`config.mk`:
```
export PLATFORM = sky130hd
export DESIGN_NAME = id_ex_pipeline_reg
export DESIGN_NICKNAME = d
export VERILOG_FILES = /design/src/rtl/mips_pkg.sv /design/src/rtl/load_use_detect.sv /design/src/rtl/id_ex_pipeline_reg.sv
export SDC_FILE = /design/constraint.sdc
export NUM_CORES = 1
export LEC_CHECK = 0
export CORE_MARGIN = 3
export CORE_UTILIZATION = 40
export CTS_CLUSTER_SIZE = 14
export DETAILED_ROUTE_END_ITERATION = 12
export PLACE_DENSITY_LB_ADDON = 0.05
export SLEW_MARGIN = 10
export SYNTH_ARGS = -nofsm -noshare
export SYNTH_HDL_FRONTEND = slang
export SYNTH_SLANG_ARGS = --single-unit
```
`constraint.sdc`:
```
create_clock -name clk -period 3.2 [get_ports clk]
set_input_delay 0.64 -clock clk [delete_from_list [all_inputs] [get_ports clk]]
set_output_delay 0.64 -clock clk [all_outputs]
set_load 0.02 [all_outputs]
```
`src/rtl/mips_pkg.sv`:
```
// -----------------------------------------------------------------------------
// mips_pkg
// Shared definitions for the ID/EX pipeline register slice: field widths,
// ALU operation encodings, the control-bit bundle, the full ID/EX stage
// record and the bubble constant used by reset, flush and stall.
// Also holds the per-edge update selector used by the top's priority logic.
// Optional feature macro used by the top: ID_EX_PERF_CNT_EN.
// -----------------------------------------------------------------------------
package mips_pkg;

    localparam int REG_ADDR_W = 5;
    localparam int ALU_OP_W   = 4;
    localparam int DATA_W     = 32;

    typedef enum logic [ALU_OP_W-1:0] {
        ALU_ADD = 4'd0,
        ALU_SUB = 4'd1,
        ALU_AND = 4'd2,
        ALU_OR  = 4'd3,
        ALU_XOR = 4'd4,
        ALU_NOR = 4'd5,
        ALU_SLT = 4'd6,
        ALU_SLL = 4'd7,
        ALU_SRL = 4'd8,
        ALU_SRA = 4'd9,
        ALU_LUI = 4'd10
    } alu_op_e;

    typedef struct packed {
        logic                reg_write;
        logic                mem_read;
        logic                mem_write;
        logic                mem_to_reg;
        logic                alu_src;
        logic [ALU_OP_W-1:0] alu_op;
    } ctrl_t;

    // All-zero control word: writes nothing, touches no memory.
    localparam ctrl_t CTRL_NOP = '0;

    typedef struct packed {
        logic                  valid;
        logic [REG_ADDR_W-1:0] rs;
        logic [REG_ADDR_W-1:0] rt;
        logic [REG_ADDR_W-1:0] wr_addr;
        ctrl_t                 ctrl;
        logic [DATA_W-1:0]     rs_data;
        logic [DATA_W-1:0]     rt_data;
        logic [DATA_W-1:0]     imm;
        logic [DATA_W-1:0]     pc_plus4;
    } id_ex_t;

    // Bubble clears register addresses too, so forwarding compares never hit.
    localparam id_ex_t ID_EX_BUBBLE = '0;

    // What the stage register does on the coming edge (reset handled apart).
    typedef enum logic [1:0] {
        UPD_LOAD   = 2'd0,
        UPD_HOLD   = 2'd1,
        UPD_FLUSH  = 2'd2,
        UPD_STALL  = 2'd3
    } upd_sel_e;

    function automatic logic [REG_ADDR_W-1:0] sel_dest(
        input logic                  reg_dst,
        input logic [REG_ADDR_W-1:0] rd,
        input logic [REG_ADDR_W-1:0] rt
    );
        return reg_dst ? rd : rt;
    endfunction

endpackage

```
`src/rtl/load_use_detect.sv`:
```
// -----------------------------------------------------------------------------
// load_use_detect
// Purely combinational load-use hazard compare between the instruction sitting
// in ID/EX and the instruction currently decoded in ID.
// Ports:
//   ex_valid_i, ex_mem_read_i, ex_wr_addr_i : state of the ID/EX register
//   id_valid_i, id_rs_i, id_rt_i, id_uses_rt_i : decoded instruction in ID
//   hazard_o : ID consumes a register the load in EX has not produced yet
// -----------------------------------------------------------------------------
module load_use_detect
    import mips_pkg::*;
(
    input  logic                  ex_valid_i,
    input  logic                  ex_mem_read_i,
    input  logic [REG_ADDR_W-1:0] ex_wr_addr_i,
    input  logic                  id_valid_i,
    input  logic [REG_ADDR_W-1:0] id_rs_i,
    input  logic [REG_ADDR_W-1:0] id_rt_i,
    input  logic                  id_uses_rt_i,
    output logic                  hazard_o
);

    logic ex_is_load;
    logic rs_match;
    logic rt_match;

    // $0 is hard-wired zero, so a load targeting it never creates a dependency.
    assign ex_is_load = ex_valid_i & ex_mem_read_i & (ex_wr_addr_i != '0);
    assign rs_match   = (ex_wr_addr_i == id_rs_i);
    assign rt_match   = id_uses_rt_i & (ex_wr_addr_i == id_rt_i);
    assign hazard_o   = ex_is_load & id_valid_i & (rs_match | rt_match);

endmodule

```
`src/rtl/id_ex_pipeline_reg.sv`:
```
// -----------------------------------------------------------------------------
// id_ex_pipeline_reg
// ID/EX pipeline register with load-use stall, pipeline hold and branch flush.
// Edge priority: reset > ex_flush > pipe_hold > load-use stall > normal load.
// Ports:
//   clk, reset                    : clock, synchronous active-high reset
//   id_*                          : decoded instruction fields from ID
//   ex_flush                      : taken branch/jump, replace contents with bubble
//   pipe_hold                     : downstream wait, freeze stage and upstream
//   id_ex_*                       : registered copies, one cycle latency
//   pc_write, if_id_write         : upstream advance enables
//   load_use_stall                : hazard seen this cycle
//   stall_count, flush_count      : saturating event counters (macro only)
// Build option: define ID_EX_PERF_CNT_EN to add the two event counters.
// -----------------------------------------------------------------------------
module id_ex_pipeline_reg
    import mips_pkg::*;
(
    input  logic                  clk,
    input  logic                  reset,

    input  logic                  id_valid,
    input  logic [REG_ADDR_W-1:0] id_instr_rs,
    input  logic [REG_ADDR_W-1:0] id_instr_rt,
    input  logic [REG_ADDR_W-1:0] id_instr_rd,
    input  logic                  id_uses_rt,
    input  logic                  id_reg_dst,
    input  logic                  id_reg_write,
    input  logic                  id_mem_read,
    input  logic                  id_mem_write,
    input  logic                  id_mem_to_reg,
    input  logic                  id_alu_src,
    input  logic [ALU_OP_W-1:0]   id_alu_op,
    input  logic [DATA_W-1:0]     id_rs_data,
    input  logic [DATA_W-1:0]     id_rt_data,
    input  logic [DATA_W-1:0]     id_imm,
    input  logic [DATA_W-1:0]     id_pc_plus4,

    input  logic                  ex_flush,
    input  logic                  pipe_hold,

    output logic                  id_ex_valid,
    output logic [REG_ADDR_W-1:0] id_ex_instr_rs,
    output logic [REG_ADDR_W-1:0] id_ex_instr_rt,
    output logic [REG_ADDR_W-1:0] id_ex_write_reg_addr,
    output logic                  id_ex_reg_write,
    output logic                  id_ex_mem_read,
    output logic                  id_ex_mem_write,
    output logic                  id_ex_mem_to_reg,
    output logic                  id_ex_alu_src,
    output logic [ALU_OP_W-1:0]   id_ex_alu_op,
    output logic [DATA_W-1:0]     id_ex_rs_data,
    output logic [DATA_W-1:0]     id_ex_rt_data,
    output logic [DATA_W-1:0]     id_ex_imm,
    output logic [DATA_W-1:0]     id_ex_pc_plus4,

    output logic                  pc_write,
    output logic                  if_id_write,
    output logic                  load_use_stall
`ifdef ID_EX_PERF_CNT_EN
    ,
    output logic [31:0]           stall_count,
    output logic [31:0]           flush_count
`endif
);

    id_ex_t   stage_q;
    id_ex_t   stage_d;
    id_ex_t   id_capture;
    upd_sel_e upd_sel;
    logic     hazard;

    load_use_detect u_load_use_detect (
        .ex_valid_i    (stage_q.valid),
        .ex_mem_read_i (stage_q.ctrl.mem_read),
        .ex_wr_addr_i  (stage_q.wr_addr),
        .id_valid_i    (id_valid),
        .id_rs_i       (id_instr_rs),
        .id_rt_i       (id_instr_rt),
        .id_uses_rt_i  (id_uses_rt),
        .hazard_o      (hazard)
    );

    // Image of the ID instruction; an empty ID slot becomes a bubble.
    always_comb begin
        id_capture = ID_EX_BUBBLE;
        if (id_valid) begin
            id_capture.valid           = 1'b1;
            id_capture.rs              = id_instr_rs;
            id_capture.rt              = id_instr_rt;
            id_capture.wr_addr         = sel_dest(id_reg_dst, id_instr_rd, id_instr_rt);
            id_capture.ctrl.reg_write  = id_reg_write;
            id_capture.ctrl.mem_read   = id_mem_read;
            id_capture.ctrl.mem_write  = id_mem_write;
            id_capture.ctrl.mem_to_reg = id_mem_to_reg;
            id_capture.ctrl.alu_src    = id_alu_src;
            id_capture.ctrl.alu_op     = id_alu_op;
            id_capture.rs_data         = id_rs_data;
            id_capture.rt_data         = id_rt_data;
            id_capture.imm             = id_imm;
            id_capture.pc_plus4        = id_pc_plus4;
        end
    end

    always_comb begin
        upd_sel = UPD_LOAD;
        if (ex_flush) begin
            upd_sel = UPD_FLUSH;
        end else if (pipe_hold) begin
            upd_sel = UPD_HOLD;
        end else if (hazard) begin
            upd_sel = UPD_STALL;
        end
    end

    always_comb begin
        stage_d = stage_q;
        case (upd_sel)
            UPD_FLUSH: stage_d = ID_EX_BUBBLE;
            UPD_HOLD:  stage_d = stage_q;
            UPD_STALL: stage_d = ID_EX_BUBBLE;
            default:   stage_d = id_capture;
        endcase
    end

    always_ff @(posedge clk) begin
        if (reset) begin
            stage_q <= ID_EX_BUBBLE;
        end else begin
            stage_q <= stage_d;
        end
    end

    // Flush keeps upstream moving so the branch redirect is taken even when
    // a stall or hold is also pending; reset likewise releases upstream.
    always_comb begin
        pc_write       = 1'b1;
        if_id_write    = 1'b1;
        load_use_stall = hazard & ~reset;
        if (!reset && (upd_sel == UPD_HOLD || upd_sel == UPD_STALL)) begin
            pc_write    = 1'b0;
            if_id_write = 1'b0;
        end
    end

    assign id_ex_valid          = stage_q.valid;
    assign id_ex_instr_rs       = stage_q.rs;
    assign id_ex_instr_rt       = stage_q.rt;
    assign id_ex_write_reg_addr = stage_q.wr_addr;
    assign id_ex_reg_write      = stage_q.ctrl.reg_write;
    assign id_ex_mem_read       = stage_q.ctrl.mem_read;
    assign id_ex_mem_write      = stage_q.ctrl.mem_write;
    assign id_ex_mem_to_reg     = stage_q.ctrl.mem_to_reg;
    assign id_ex_alu_src        = stage_q.ctrl.alu_src;
    assign id_ex_alu_op         = stage_q.ctrl.alu_op;
    assign id_ex_rs_data        = stage_q.rs_data;
    assign id_ex_rt_data        = stage_q.rt_data;
    assign id_ex_imm            = stage_q.imm;
    assign id_ex_pc_plus4       = stage_q.pc_plus4;

`ifdef ID_EX_PERF_CNT_EN
    logic [31:0] stall_cnt_q;
    logic [31:0] stall_cnt_d;
    logic [31:0] flush_cnt_q;
    logic [31:0] flush_cnt_d;

    // Counts only edges where the event actually shapes the stage contents.
    always_comb begin
        stall_cnt_d = stall_cnt_q;
        flush_cnt_d = flush_cnt_q;
        if (upd_sel == UPD_STALL && stall_cnt_q != '1) begin
            stall_cnt_d = stall_cnt_q + 32'd1;
        end
        if (upd_sel == UPD_FLUSH && flush_cnt_q != '1) begin
            flush_cnt_d = flush_cnt_q + 32'd1;
        end
    end

    always_ff @(posedge clk) begin
        if (reset) begin
            stall_cnt_q <= '0;
            flush_cnt_q <= '0;
        end else begin
            stall_cnt_q <= stall_cnt_d;
            flush_cnt_q <= flush_cnt_d;
        end
    end

    assign stall_count = stall_cnt_q;
    assign flush_count = flush_cnt_q;
`endif

endmodule

```
==> key figures, run 1 <==
Clock network
  • Clk_lat worst skew: 0.41 ns
  • H-tree Lvls: 4
  • CTS root buf: clkbuf_16
  • Num Clock Sinks: 153
  • CTS tree: built
  • CTS Buffer Depth: 2
  • Register clock-pin slew on the reported worst setup and hold paths: 0.06 ns
  • Post-CTS Setup Repair Bufs: 0
  • TritonCTS Buffers: 17

Timing
  • Relative slew margins: 0.497
  • Final Critical Period: 2.96 ns
  • Slew Viols, Final: 0
  • Fin crit share: 0.927
  • Worst Tran Pin Value: 0.754 ns
  • Achievable clock frequency: 0.337 GHz
  • Unrepaired setup endpoints after global routing: false
  • Final Hold Fails: 0
  • Final setup fails: 0
  • Clock skew: 0.00815 ns
  • Final setup TNS: 0 ns

Route
  • Iter 0 DRT Violations: 456
  • Via total after detailed routing: 6868
  • Final Routed Wirelength: 22700 µm
  • ANT nets after route: 0
  • Remaining DRCs: 0
  • Initial DRT Pass Iterations: 5
  • DR WL/cell: 18.7 µm
  • Routed vias/inst: 5.64

Floorplan
  • Die H: 133 µm
  • FP Rows: 45
  • Num ports: 315
  • Initial core utilization: 0.416
  • Core area: 15500 µm²
  • Chip width: 133 µm
  • Die Area: 17600 µm²

Finish
  • Area grow syn2layout: 59.4%
  • Layout fillers: 1240
  • Post-layout util: 0.663
  • Net count, final: 1151
  • Layout cell share with drive strength beyond 1: 0.0557

Critical path
  • Cell family with most CP delay: buffers and inverters
  • Buffers plus inverters on the worst setup path: 2
  • Worst EP arrival: 2.32 ns
  • Crit Path Class: primary input to primary output
  • Worst-path fanout max: 3
  • FF-to-FF path depth: 6
  • CP endpoint kind: primary output
  • Reg2reg end: id_ex_rt_data[2]
  • CP max stage delay: 0.53 ns
  • CP Launch Type: primary input
  • Cell Chain, Critical Path: clkdlybuf4s50_1 -> xnor2_1 -> nand3_1 -> o22a_1 -> nor3_1 -> dlygate4sd2_1
  • FF-to-FF setup slack: 0.71 ns
  • Critical path required time: 2.56 ns
  • Worst flop-to-flop path startpoint: id_ex_write_reg_addr[2]
  • Slowest cell on crit path: clkdlybuf4s50_1

Hold path
  • HP Start: id_ex_imm[30]
  • Worst Hold End: id_ex_imm[30]
  • Hold-critical path depth: 2
  • Hold Crit Class: register to register

Global routing
  • Largest net degree at the start of global routing: 172
  • Initial antenna violation count: 1
  • Grt total ovfl: 0
  • Total Routing Usage GR: 0.246
  • First-pass GRT wire length: 35500 µm
  • Number of global-route vias before repair: 6608

Placed design
  • Port bufs: 314
  • Gpl congestion: 0.783
  • DPL Wire Length: 15000 µm

Logic synthesis
  • Top-area cell type share of the netlist area: 0.476
  • Synth warn: 0
  • Area contributors post-synth: dfxtp_1 48%, a32oi_1 20%, o21ai_0 10%, nand2_1 8.7%, clkbuf_1 3.2%
  • Synth cell types: 26
  • Cell area after synthesis: 6440 µm²
  • Sequential fraction of the synthesis area: 0.476
  • Mapped Nets: 883
  • Post-Synthesis Cells: 724
  • Syn Area/Cell: 8.89 µm²
  • Synth area leader: dfxtp_1
  • Post-synthesis register bit count: 153

Power and ir drop
  • Leakage: 0.00338 µW
  • PwrDens: 472 nW/µm²
  • Final total power: 4850 µW
  • Worst VDD drop: 0.319 mV

Status
  • Outcome: complete, no violations

Flow run
  • Max-cap viol count: 0
[cells by family (layout without fill, tap and decap cells)]
group	Yosys count	in the layout	share of synthesized area
AOI/OAI and AO/OA	315	315	0.336
and+or+nand+nor	157	157	0.0966
DFF	153	153	0.476
buffers and inverters	84	365	0.0692
xor gates and xnor gates	10	10	0.0136
muxes	5	5	0.00875
other	0	1	0
[area by class of cell]
class / instances / area [µm²] / area share
multi-input cells: 487 / 2960 / 0.288
clock buffers: 25 / 495 / 0.0483
clock inverters: 7 / 138 / 0.0134
repair buffers: 333 / 3340 / 0.325
flip-flops and latches: 153 / 3060 / 0.299
diodes: 1 / 2.50 / 0.000244
well taps: 211 / 264 / 0.0257
[worst max-delay path by stage]
stage,startpoint,to,slack (ns),cells past startpoint
2_1_floorplan,id_ex_write_reg_addr[1],pc_write,0.49,7
3_3_place_gp,id_instr_rt[2],load_use_stall,-0.008,6
3_5_place_dp,id_instr_rt[2],load_use_stall,-0.03,6
4_1_cts,id_instr_rs[3],load_use_stall,0.22,6
5_1_grt,id_ex_write_reg_addr[2],if_id_write,0.13,5
6_report,id_instr_rs[3],load_use_stall,0.24,6
[where the power goes]
| part | switching, µW | total, µW | internal (µW) | leakage, µW |
|---|---|---|---|---|
| sequential | 43.6 | 2030 | 1980 | 0.00125 |
| clock | 757 | 2150 | 1390 | 0.000307 |
| combinational | 310 | 676 | 366 | 0.00182 |
| total | 1110 | 4850 | 3740 | 0.00338 |
[metrics by stage]
step                hold WS [ns]  setup slack, ns  cell area (µm²)  cells
floorplan                  0.585            0.489             6440    724
global placement           0.445         -0.00764             9600   1183
detailed placement         0.454          -0.0304             9600   1183
CTS                        0.469            0.217            10200   1215
global route               0.495            0.131            10300   1217
finish                     0.463            0.235            10300   1217
[cells in the final DEF, fill, tap and decap left out, types with 2 or more instances in the layout]
cell             count
nand2_1            149
clkbuf_16           17
o21ai_1             19
dlygate4sd2_1        3
buf_4               15
clkbuf_1             4
dfxtp_1            153
clkdlybuf4s50_1    311
clkinv_2             2
a22oi_1              5
buf_12               3
o21ai_0            128
bufinv_16            4
clkbuf_8             4
a21oi_1             11
nor3_1               2
a32oi_1            147
xnor2_1             10
mux2_2               5
[what timing repair did]
item | CTS | global route
resized for setup | 3 | 0
endpoints found under the setup margin | 3 | 0
hold buffers | 0 | 0
[layer usage]
| layer | vias up | track usage | wire, µm |
|---|---|---|---|
| met5 | - | 0 | 0 |
| met3 | 45 | 0.0802 | 1810 |
| li1 | 3291 | - | - |
| met2 | 260 | 0.409 | 11200 |
| met1 | 3272 | 0.292 | 8950 |
| met4 | 0 | 0.106 | 756 |
[cell usage after synthesis, drive strengths merged]
master  count
buf        23
and3        1
a21oi      11
nand4       1
nand3       1
nor3b       1
a21o        1
or4         1
o22a        1
a22o        1
nor3        2
xnor2      10
clkbuf     61
dfxtp     153
o21ai     148
nand2     149
nor4b       1
a22oi       5
o22ai       1
mux2        5
a32oi     147
[tightest hold or removal path, delay by kind of cell (launching register included)]
| family | cells | cell delay [ns] |
|---|---|---|
| compound gates | 2 | 0.11 |
| flops | 1 | 0.32 |
Power figures use the tool's default switching activity.
==> run 2, diff against run 1 <==
--- a/config.mk
+++ b/config.mk
@@ -5,6 +5,7 @@
 export SDC_FILE = /design/constraint.sdc
 export NUM_CORES = 1
 export LEC_CHECK = 0
+export ABC_CLOCK_PERIOD_IN_PS = 3200
 export CORE_MARGIN = 3
 export CORE_UTILIZATION = 40
 export CTS_CLUSTER_SIZE = 14
==> results of run 2 <==
Same layout as run 1: the final DEF is identical, and so are final timing and power.
